--- config.mk ---
export PLATFORM = sky130hd
export DESIGN_NAME = parking_gate_ctrl
export DESIGN_NICKNAME = d
export VERILOG_FILES = /design/src/rtl/parking_pkg.sv /design/src/rtl/parking_gate_timer.sv /design/src/rtl/parking_gate_ctrl.sv
export SDC_FILE = /design/constraint.sdc
export NUM_CORES = 1
export LEC_CHECK = 0
export CAP_MARGIN = 20
export CORE_MARGIN = 3
export CORE_UTILIZATION = 57
export DETAILED_ROUTE_END_ITERATION = 7
export HOLD_SLACK_MARGIN = 0.08
export PLACE_DENSITY = 0.84
export SLEW_MARGIN = 30
export SYNTH_ARGS = -nofsm -noshare
export SYNTH_HDL_FRONTEND = slang
export SYNTH_HIERARCHICAL = 1
export SYNTH_SLANG_ARGS = --single-unit
--- constraint.sdc ---
create_clock -name clk -period 6.08 [get_ports clk]
set_input_delay 0.912 -clock clk [delete_from_list [all_inputs] [get_ports clk]]
set_output_delay 0.912 -clock clk [all_outputs]
set_load 0.02 [all_outputs]
--- src/rtl/parking_pkg.sv ---
// Shared sizes and the gate FSM state type for the parking gate controller.
package parking_pkg;
  localparam int unsigned TOTAL_SLOTS_DEF = 15;
  localparam int unsigned COUNT_W         = 4;

  typedef enum logic [1:0] {
    IDLE,
    ENTRY_OPEN,
    EXIT_OPEN
  } gate_state_e;
endpackage

--- src/rtl/parking_gate_timer.sv ---
// Down-counter holding a barrier open: load starts OPEN_CYCLES, done flags the last open cycle.
module parking_gate_timer #(
  parameter int unsigned OPEN_CYCLES = 16
) (
  input  logic clk,
  input  logic rst,
  input  logic load,
  output logic done
);
  localparam int unsigned TW = $clog2(OPEN_CYCLES + 1);

  logic [TW-1:0] timer_q, timer_d;

  always_comb begin
    timer_d = timer_q;
    if (load) begin
      timer_d = TW'(OPEN_CYCLES);
    end else if (timer_q != '0) begin
      timer_d = timer_q - 1'b1;
    end
  end

  always_ff @(posedge clk or posedge rst) begin
    if (rst) begin
      timer_q <= '0;
    end else begin
      timer_q <= timer_d;
    end
  end

  assign done = (timer_q == TW'(1));
endmodule

--- src/rtl/parking_gate_ctrl.sv ---
// Entry/exit barrier sequencing with admission control against slot occupancy
// plus cars admitted but not yet seen parking (pending).
module parking_gate_ctrl
  import parking_pkg::*;
#(
  parameter int unsigned TOTAL_SLOTS = TOTAL_SLOTS_DEF,
  parameter int unsigned OPEN_CYCLES = 16
) (
  input  logic               clk,
  input  logic               rst,
  input  logic [COUNT_W-1:0] count,
  input  logic               entry_req,
  input  logic               exit_req,
  output logic               entry_gate_open,
  output logic               exit_gate_open,
  output logic               full,
  output logic [COUNT_W-1:0] vacancy,
  output logic               denied
);
  localparam logic [COUNT_W:0] SLOTS_EXT = (COUNT_W + 1)'(TOTAL_SLOTS);

  gate_state_e        state_q, state_d;
  logic               entry_gate_q, entry_gate_d;
  logic               exit_gate_q, exit_gate_d;
  logic               denied_q, denied_d;
  logic               full_q, full_d;
  logic [COUNT_W-1:0] vacancy_q, vacancy_d;
  logic [COUNT_W-1:0] pending_q, pending_d;
  logic [COUNT_W-1:0] count_q, count_d;
  logic               entry_served_q, entry_served_d;
  logic               exit_served_q, exit_served_d;
  logic               deny_sent_q, deny_sent_d;

  logic               load, done, grant;
  logic [COUNT_W:0]   rise, dec, pend_sum, occupied;

  parking_gate_timer #(
    .OPEN_CYCLES(OPEN_CYCLES)
  ) u_timer (
    .clk (clk),
    .rst (rst),
    .load(load),
    .done(done)
  );

  always_comb begin
    state_d        = state_q;
    entry_gate_d   = entry_gate_q;
    exit_gate_d    = exit_gate_q;
    denied_d       = 1'b0;
    entry_served_d = entry_served_q;
    exit_served_d  = exit_served_q;
    deny_sent_d    = deny_sent_q;
    count_d        = count;
    load           = 1'b0;
    grant          = 1'b0;

    unique case (state_q)
      IDLE: begin
        if (exit_req && !exit_served_q) begin
          state_d       = EXIT_OPEN;
          exit_gate_d   = 1'b1;
          exit_served_d = 1'b1;
          load          = 1'b1;
        end else if (entry_req && !entry_served_q && !full_q) begin
          state_d        = ENTRY_OPEN;
          entry_gate_d   = 1'b1;
          entry_served_d = 1'b1;
          load           = 1'b1;
          grant          = 1'b1;
        end else if (entry_req && full_q && !deny_sent_q) begin
          denied_d    = 1'b1;
          deny_sent_d = 1'b1;
        end
      end
      ENTRY_OPEN, EXIT_OPEN: begin
        if (done) begin
          state_d      = IDLE;
          entry_gate_d = 1'b0;
          exit_gate_d  = 1'b0;
        end
      end
      default: begin
        state_d      = IDLE;
        entry_gate_d = 1'b0;
        exit_gate_d  = 1'b0;
      end
    endcase

    // A loop must go low before the same car can be served or refused again.
    if (!entry_req) begin
      entry_served_d = 1'b0;
      deny_sent_d    = 1'b0;
    end
    if (!exit_req) begin
      exit_served_d = 1'b0;
    end

    // Only increases in occupancy retire admitted cars; departures are ignored.
    rise     = (count > count_q) ? ({1'b0, count} - {1'b0, count_q}) : '0;
    dec      = (rise < {1'b0, pending_q}) ? rise : {1'b0, pending_q};
    pend_sum = {1'b0, pending_q} + {{COUNT_W{1'b0}}, grant} - dec;
    if (pend_sum > SLOTS_EXT) begin
      pend_sum = SLOTS_EXT;
    end
    pending_d = pend_sum[COUNT_W-1:0];

    occupied  = {1'b0, count} + {1'b0, pending_d};
    full_d    = (occupied >= SLOTS_EXT);
    vacancy_d = full_d ? '0 : COUNT_W'(SLOTS_EXT - occupied);
  end

  always_ff @(posedge clk or posedge rst) begin
    if (rst) begin
      state_q        <= IDLE;
      entry_gate_q   <= 1'b0;
      exit_gate_q    <= 1'b0;
      denied_q       <= 1'b0;
      full_q         <= 1'b0;
      vacancy_q      <= COUNT_W'(TOTAL_SLOTS);
      pending_q      <= '0;
      count_q        <= '0;
      entry_served_q <= 1'b0;
      exit_served_q  <= 1'b0;
      deny_sent_q    <= 1'b0;
    end else begin
      state_q        <= state_d;
      entry_gate_q   <= entry_gate_d;
      exit_gate_q    <= exit_gate_d;
      denied_q       <= denied_d;
      full_q         <= full_d;
      vacancy_q      <= vacancy_d;
      pending_q      <= pending_d;
      count_q        <= count_d;
      entry_served_q <= entry_served_d;
      exit_served_q  <= exit_served_d;
      deny_sent_q    <= deny_sent_d;
    end
  end

  assign entry_gate_open = entry_gate_q;
  assign exit_gate_open  = exit_gate_q;
  assign full            = full_q;
  assign vacancy         = vacancy_q;
  assign denied          = denied_q;
endmodule

==> summary by stage, run 1 <==
Drt
The routed layout has about 1500 vias. The detail route stage leaves a number of antenna-violating nets equal to 0. The DRC violation count after routing is 0. The DRC violation total after the first TritonRoute iteration is 138. Using the TritonRoute via totals, the vias-per-cell ratio works out to 5.834. In the final routed layout, each cell accounts on average for roughly 18 µm. The pre-antenna-repair detailed-routing pass consisted of 4 iterations. The total wire length after detailed routing is about 4700 µm.

Power and ir drop
The net switching power figure is 0.7078 mW. The internal portion of total power is 0.9235 mW. Of the total power, the share spent switching nets is 43.39%. The peak supply drop is about 0.9 mV.

In this run, flip-flops and latches consume around a fifth of the power. The portion of total power attributed to the clock network is approximately 5.3%. The leakage power is 1.156 nW. The combinational group share of total power is between 70% and 80%. In this run the power density over the cells is between 600 and 700 nW/µm².

Worst setup path
The critical path's top delay family is adder cells. The number of buffers and inverters on the critical path is 4. The worst path arrival time is roughly 6100 ps.

The type of the worst setup path is in -> reg. STA classifies the critical path startpoint as an input pin. On the critical path, the stage with the largest delay is an instance of sky130_fd_sc_hd__fa_2.

STA classifies the critical path endpoint as a register. Of all nets on the critical path, the largest fanout is 5. On the worst path, the slowest cell contributes a delay of 370 ps. For the worst setup path, the data required time is ~6300 ps.

Timing
For this run, the top clock speed supported by timing is about 170 MHz. Clock skew on the completed layout was measured at around 11 ps. The worst max-slew margin expressed relative to the limit is approximately 47%. The max-slew violation count is 0. The count of final hold-check violations is 0. The part of the cycle the worst path needs is approximately 96%. For the pin with the worst max-slew slack, the measured transition is 797.6 ps.

Setup violations remaining at the end of the flow were counted as 0. The shortest clock period the worst path allows after layout is 5858 ps. The total negative slack is 0 ps. The worst hold slack after final layout is between 400 and 500 ps.

Floorplanning
After floorplanning, the core was divided into 19 placement rows. In this run the standard cell core region covers roughly 2800 µm². The die outline area is about 3700 µm².

The vertical extent of the die is 61.24 µm. The I/O pin total is 16. The die is a little over 60 µm wide. The starting utilization of the core area is 61.48%.

Place
Routability-driven placement finished with a final weighted congestion of 0.8716. Including well taps, the total number of placed cells is approximately 250. During placement, the flow inserted port buffers numbering 15. The HPWL after detailed placement is roughly 3000 µm.

Clock network
The number of sinks handled by clock tree synthesis is 26. The total of hold buffers inserted after clock tree synthesis is 0. The buffer type at the clock tree root is sky130_fd_sc_hd__clkbuf_4. The clock latency on the worst-skew pair is around 320 ps. The longest clock path from root to sink contains 2 buffers. The clock slew seen by the registers of the worst setup and hold paths is approximately 140 ps. The number of buffers created by CTS is 3.

CTS built an H-tree with a depth of 1. TritonCTS built the clock tree.

Synthesis
The main combinational cell family by area after synthesis is simple AND/OR/NAND/NOR gates. The fraction of post-synthesis cell area in the top cell type by area is a little under a third. In the synthesized netlist, mux cells make up under 10% of the area. The total number of yosys warnings is 6. The number of standard cells after synthesis is 178. Summing the areas of all compound-gate instances in the mapped netlist gives between 15 and 20% of the synthesized area. The post-synthesis share of cell area spent on xor and xnor gates is about 3.5%.

When the netlist entered floorplanning its net count stood at between 200 and 250. Each instance of the synthesized netlist takes up on average between 9 and 10 µm². Of the total synthesized cell area, the portion taken by full adders, half adders and majority gates is roughly 19%.

The main flop type after synthesis is sky130_fd_sc_hd__dfrtp_1. Of all cell types, the one taking the most synthesized area is sky130_fd_sc_hd__dfrtp_1. Summing every instance area after synthesis gives roughly 1700 µm².

After synthesis, flip-flops and latches occupy 37.70% of the total area. Summing the areas of all and, or, nand and nor instances in the mapped netlist gives 18.63% of the synthesized area. Yosys instantiated no cell more often than sky130_fd_sc_hd__nor2_1.

The number of flops mapped to enable cells by yosys is 0. The fraction of synthesis flops using an asynchronous set or reset pin is between 90% and 100%. After synthesis, the most frequently instantiated cells are sky130_fd_sc_hd__nor2_1, sky130_fd_sc_hd__dfrtp_1, sky130_fd_sc_hd__ha_1, sky130_fd_sc_hd__inv_1, sky130_fd_sc_hd__a21oi_1.

The number of synthesized register bits is 26. In the post-synthesis netlist, the biggest area contributors are sky130_fd_sc_hd__dfrtp_1, sky130_fd_sc_hd__ha_1, sky130_fd_sc_hd__dfstp_2, sky130_fd_sc_hd__nor2_1, sky130_fd_sc_hd__inv_1. Yosys mapped the design onto between 40 and 50 distinct sky130hd cell types.

Layout
The growth of design area from synthesis to finish is 37.99%. The final standard cell count with taps included and fillers excluded is 259. The count of inserted antenna diode cells is 0. The final layout contains 261 nets. Cells with a size suffix above 1 make up between 30% and 40% of the layout.

Global route
The combined global-route utilization of all metal layers is 25.58%. The first global-routing pass estimated between 7000 and 8000 µm of wire. The largest net degree at the start of global routing is 22. The initial antenna violation count is 0. The number of global-route vias before repair is around 1600. Summed over all layers, the global routing overflow is 0.

Outcome
The flow ran to the end, and the final reports show no timing, DRC or antenna violations.

Flow run
The number of max-cap violations is 0.

Min path
The type of the tightest min-delay check is reg -> reg.
worst paths after layout:
path	from	end	slack [ps]	depth (start not counted)
max	count[2]	vacancy[2]$_DFF_PP1_	220	28
min	deny_sent_q$_DFFE_PP0P_	denied$_DFF_PP0_	470	1
max reg2reg	count_q[2]$_DFF_PP0_	vacancy[2]$_DFF_PP1_	630	28
min reg2reg	deny_sent_q$_DFFE_PP0P_	denied$_DFF_PP0_	470	1
max in group asynchronous	rst	pending_q[3]$_DFF_PP0_	4500	2
min in group asynchronous	rst	u_timer/timer_q[1]$_DFFE_PP0P_	810	2
routing by layer:
layer	routed length (µm)	up-vias	part of all wire, %	GRT usage [%]
met4	97	0	2.1	9.288
li1	-	714	-	-
met3	89	14	1.9	2.935
met2	2622	37	56	46.68
met1	1865	746	40	30.85
met5	0	-	0	0
layout make-up:
class | instances | area (µm²)
multi-input combinational | 130 | 1194
fill | 144 | 429.2
inverter | 21 | 78.83
clock buffer | 4 | 36.28
timing repair buffer | 47 | 396.6
sequential | 26 | 655.6
tap | 31 | 38.79
metrics by stage:
step,util [%],power [mW],area [µm²],worst slack [ps]
finish,84.83,1.631,2400,222.0
global route,84.83,1.770,2400,-31.64
CTS,81.07,1.501,2293,5.207
detailed placement,74.66,1.301,2112,-577.5
global placement,74.66,1.239,2112,-244.9
floorplan,-,0.9368,1739,98.10
flip-flops by register name, indices dropped and copies added, names as in the netlist:
register / cells
deny_sent_q: 1
full: 1
state_q: 2
exit_served_q: 1
count_q: 4
entry_gate_open: 1
entry_served_q: 1
denied: 1
pending_q: 4
u_timer/timer_q: 5
vacancy: 4
exit_gate_open: 1
cell families (layout without fill, tap and decap cells):
group	after synthesis	after routing
mux	3	3
fa+ha+maj	24	24
xor+xnor	7	7
simple gates	61	61
buf+inv	22	72
compound gates	35	35
flops	26	26
cell usage in the layout, fill, tap and decap left out, types with 2 or more instances in the layout:
master,netlist,final
sky130_fd_sc_hd__nor2b_1,3,2
sky130_fd_sc_hd__nand3b_1,2,2
sky130_fd_sc_hd__ha_1,21,11
sky130_fd_sc_hd__xnor2_1,6,5
sky130_fd_sc_hd__dlymetal6s2s_1,0,3
sky130_fd_sc_hd__nand2b_1,8,7
sky130_fd_sc_hd__nor4_1,2,2
sky130_fd_sc_hd__dfrtp_1,22,22
sky130_fd_sc_hd__clkdlybuf4s50_1,0,11
sky130_fd_sc_hd__clkbuf_4,0,3
sky130_fd_sc_hd__nand4_1,2,2
sky130_fd_sc_hd__fa_2,0,3
sky130_fd_sc_hd__inv_1,21,21
sky130_fd_sc_hd__a211oi_2,1,3
sky130_fd_sc_hd__a21oi_1,11,8
sky130_fd_sc_hd__a21oi_2,0,3
sky130_fd_sc_hd__nand2_1,10,10
sky130_fd_sc_hd__nor2_1,23,19
sky130_fd_sc_hd__o21ai_0,3,2
sky130_fd_sc_hd__a21o_1,6,6
sky130_fd_sc_hd__ha_4,0,7
sky130_fd_sc_hd__nor2_2,0,3
sky130_fd_sc_hd__a21boi_0,2,2
sky130_fd_sc_hd__ha_2,0,3
sky130_fd_sc_hd__dfstp_2,4,4
sky130_fd_sc_hd__buf_4,0,32
sky130_fd_sc_hd__mux2i_1,2,2
worst reg2reg max path, delay by kind of cell (launching register included):
kind	cells	cell delay (ps)
fa+ha+maj	7	1910
buf+inv	4	330
flops	1	390
compound gates	8	1340
simple gates	7	1000
xor+xnor	1	110
mux	1	310
power groups by stage:
stage,Combinational [mW],Sequential [mW],Clock [mW]
2_1_floorplan,0.621,0.316,0
3_3_place_gp,0.943,0.296,0
3_5_place_dp,0.999,0.302,0
4_1_cts,1.11,0.300,0.0867
5_1_grt,1.37,0.311,0.0925
6_report,1.24,0.304,0.0859
timing repair:
action / in CTS / in global routing
setup buffers: 6 / 1
gates cloned: 0 / 0
gates resized for setup: 17 / 21
pin swaps: 14 / 16
endpoints found under the setup margin: 5 / 5
Note: power is estimated with default switching activity, not from simulation.
==> run 2, diff against run 1 <==
--- a/config.mk
+++ b/config.mk
@@ -5,6 +5,7 @@
 export SDC_FILE = /design/constraint.sdc
 export NUM_CORES = 1
 export LEC_CHECK = 0
+export ABC_AREA = 1
 export CAP_MARGIN = 20
 export CORE_MARGIN = 3
 export CORE_UTILIZATION = 57
==> run 2 against run 1 <==
  * Core utilization down 11 points
  * Clock skew up 0.79 ps
  * Total power down 24%
  * Final area down 14%
  * Critical path depth up 3
  * Critical path type unchanged
  * Critical endpoint unchanged
  * Highest routed layer unchanged
==> summary by stage, run 2 <==
Drt
The average vias per placed instance is 4.957 (-15%). The total wire length after detailed routing is 3090 µm (-34%). The iteration count of the initial detailed-routing pass is 4 (unchanged).

The total vias in the final route is 1368 (-9.5%). The DRC violation count after routing came to 0 (unchanged). The DRC violation total after the first TritonRoute iteration is 44 (-68%). The average wire length per cell after detail routing came to 11.20 µm (-38%). The remaining antenna violation count came to 0 (unchanged).

Worst setup path
The maximum fanout along the worst path is 4 (-1). STA classifies the critical path startpoint as an input pin. The slowest stage cell on the critical path is sky130_fd_sc_hd__clkdlybuf4s50_1.

By instance count, the cell type seen most on the critical path is sky130_fd_sc_hd__inv_1. The worst setup slack for register-to-register paths is 1070 ps (+440 ps). The endpoint identified for the worst register-to-register timing path is vacancy[2]$_DFF_PP1_. The critical path capture point is vacancy[2]$_DFF_PP1_.

The worst stage delay on the critical path is 480 ps (+110 ps). The most critical setup path has its startpoint at count[0]. The worst path arrival time is 6030 ps (-90 ps). The logic depth of the worst setup path including buffers was 31 (+11%). Among cell families on the critical path, the largest total delay comes from adder cells. The critical path in this run is classified as in -> reg. The worst setup path is captured at a register. The depth of the worst register-to-register path is 29 (+3.6%). The required time at the worst-slack endpoint came to 6350 ps (about the same). The number of buffers and inverters on the critical path is 8 (+4).

The launch instance of the worst register-to-register path is count_q[0]$_DFF_PP0_.

Clock network
The number of sinks handled by clock tree synthesis is 26 (unchanged). The total of hold buffers inserted after clock tree synthesis is 0 (unchanged). TritonCTS built the clock tree.

The clock latency on the worst-skew pair is 320 ps (about the same). The count of H-tree levels built during CTS is 1 (unchanged). The number of buffers created by CTS is 3 (unchanged). The number of buffers on the longest clock path is 2 (unchanged). The buffer type at the clock tree root is sky130_fd_sc_hd__clkbuf_4. The total setup buffers inserted after CTS is 0 (-6). The clock slew seen by the registers of the worst setup and hold paths is 140 ps (about the same). The number of gates resized after cts is 0 (-17).

Power and ir drop
The power density normalized to cell area is 598.1 nW/µm² (-12%). The leakage power came to 1.149 nW (-0.62%). The peak supply drop is 0.4832 mV (-47%).

Synthesis
The fraction of synthesis flops using an asynchronous set or reset pin is 100.0% (unchanged). The cell type with the highest aggregate area in the netlist is sky130_fd_sc_hd__dfrtp_1. The main flop type after synthesis is sky130_fd_sc_hd__dfrtp_1. The fraction of post-synthesis cell area in the top cell type by area is 31.47% (-0.18 points). The distinct cell type count of the synthesized netlist is 27 (-36%). The post-synthesis cell area is 1749 µm² (+0.58%). By instance count, the leading cell after synthesis is sky130_fd_sc_hd__inv_1.

The mean instance size in the synthesized netlist is 8.098 µm² (-17%). The total number of yosys warnings was 6 (unchanged). The proportion of synthesized chip area in sequential cells is 37.48% (-0.22 points). The number of standard cells after synthesis came to 216 (+21%). Counting instances in the post-synthesis netlist gives the leading cell types as sky130_fd_sc_hd__inv_1, sky130_fd_sc_hd__nand2_1, sky130_fd_sc_hd__dfrtp_1. The number of synthesized register bits is 26 (unchanged). The number of flops mapped to enable cells by yosys is 0 (unchanged). By area the synthesized netlist is led by sky130_fd_sc_hd__dfrtp_1, sky130_fd_sc_hd__ha_1, sky130_fd_sc_hd__inv_1, sky130_fd_sc_hd__nand2_1, sky130_fd_sc_hd__dfstp_2. The net count after synthesis came to 248 (+18%).

Floorplanning
The horizontal die dimension is 61.40 µm (+0.26%). The die outline area is 3769 µm² (+0.52%). The number of rows created at floorplan is 19 (unchanged).

The placeable core region came to 2829 µm² (unchanged). The I/O pin total was 16 (unchanged). The starting utilization of the core area is 61.83% (+0.35 points). The vertical extent of the die is 61.40 µm (+0.26%).

Layout
The post-layout instance area is 2074 µm² (-14%). The count of inserted antenna diode cells is 0 (unchanged). Ranked by flip-flop count, first place goes to u_timer/timer_q. The footprint of the multi-input gates came to 895.9 µm² (-25%). The most common cell after layout, fill and taps aside is sky130_fd_sc_hd__inv_1. The final standard cell count with taps included and fillers excluded was 276 (+6.6%). The fraction of layout cells with a size suffix above 1 came to 13.06% (-21 points).

The number of flip-flops under the largest register name was 5 (unchanged). Relative to the synthesized area, the layout overhead comes to 18.60%. Leaving out fill and tap cells, the most frequent cells in the layout are sky130_fd_sc_hd__inv_1, sky130_fd_sc_hd__nand2_1, sky130_fd_sc_hd__dfrtp_1. The count of filler cells inserted in the layout is 199 (+38%). The net total in the final layout is 278 (+6.5%). The sequential cell area came to 655.6 µm² (unchanged).

Global route
The combined global-route utilization of all metal layers is 18.96% (-6.6 points). The largest net degree at the start of global routing was 22 (unchanged). The first-pass GRT wire length is 5382 µm (-24%). The number of global-route vias before repair is 1343 (-14%).

The overall overflow remaining after global route is 0 (unchanged). The initial antenna violation count is 0 (unchanged).

Timing
The worst max-slew margin expressed relative to the limit was 49.01% (+2.2 points). The count of final hold-check violations is 0 (unchanged). The worst hold slack after final layout was 450.2 ps (-20.66 ps). The max-slew violation count came to 0 (unchanged). The part of the cycle the worst path needs is 94.79% (-1.6 points). The worst-case setup margin in the final layout was 316.8 ps (+94.78 ps). The total negative slack is 0 ps (unchanged). The fmax is 173.5 MHz (+1.6%).

The number of endpoints failing setup at the final stage was 0 (unchanged). The final clock skew is 11.44 ps (+0.7945 ps). The transition time of the tightest slew-check pin is 764.0 ps (-33.54 ps). The shortest clock period the worst path allows after layout is 5763 ps (-94.78 ps).

Place
The number of port buffers is 15 (unchanged). The worst setup timing slack at the placement stage is -116.0 ps (+461.4 ps). The cell count after placement was 272 (+9.7%). The final weighted congestion of routability-driven global placement is 0.8402 (-3.6%). The HPWL after detailed placement was 2458 µm (-18%). The cell area reported after detailed placement was 2013 µm² (-4.7%).

Outcome
The flow ran to the end, and the final reports show no timing, DRC or antenna violations.

Flow run
The number of max-cap violations is 0 (unchanged).

Min path
The type of the tightest min-delay check is reg -> reg.
## run 2: cell count changes after synthesis, sizes merged, moves of 3 or more
| cell | delta |
|---|---|
| a211oi | -4 |
| nor2b | -3 |
| xnor2 | -4 |
| nand4 | +6 |
| inv | +32 |
| a21oi | -3 |
| nand2b | -8 |
| nand2 | +27 |
| a21o | -6 |
| o21ai | +5 |
| nand3 | +13 |
## run 2: worst min-delay path by stage
stage	slack [ps]	endpoint	from	cells after the start
after floorplan	410	denied$_DFF_PP0_	deny_sent_q$_DFFE_PP0P_	1
after global placement	420	denied$_DFF_PP0_	deny_sent_q$_DFFE_PP0P_	1
after detailed placement	430	denied$_DFF_PP0_	deny_sent_q$_DFFE_PP0P_	1
after CTS	450	denied$_DFF_PP0_	deny_sent_q$_DFFE_PP0P_	1
after global routing	490	denied$_DFF_PP0_	deny_sent_q$_DFFE_PP0P_	1
final	450	denied$_DFF_PP0_	deny_sent_q$_DFFE_PP0P_	1
## run 2: where the power goes
| part | total, mW | internal (mW) | leakage, nW | switching (mW) |
|---|---|---|---|---|
| logic | 0.834 | 0.348 | 0.817 | 0.486 |
| registers | 0.291 | 0.254 | 0.304 | 0.0368 |
| clock network | 0.116 | 0.0666 | 0.0279 | 0.0490 |
## run 2: kinds of logic after synthesis
group | count (synthesis) | share of synthesized area, %
DFF | 26 | 37.48
AOI/OAI and AO/OA | 19 | 6.080
xor gates and xnor gates | 5 | 2.504
and+or+nand+nor | 87 | 23.68
buffers and inverters | 55 | 11.80
adders and majority gates | 24 | 18.45
## run 2: layout make-up
class / count / share of cell area (%)
well taps: 31 / 1.870
clock buffers: 3 / 1.086
multi-input cells: 135 / 43.18
clock inverters: 1 / 1.448
inverters: 55 / 9.952
repair buffers: 25 / 10.86
flip-flops and latches: 26 / 31.60
## run 2: metal layers
metal	GRT usage (%)	part of all wire, %	up-vias
met1	24.67	49	617
met4	7.273	0.68	0
met5	0	0	-
met3	1.887	1.5	2
met2	32.63	49	13
li1	-	-	736
## run 2: through the flow
step	power (mW)	utilization, %
floorplan	0.8778	-
global placement	1.064	71.16
detailed placement	1.090	71.16
CTS	1.225	73.02
global route	1.386	73.33
finish	1.241	73.33
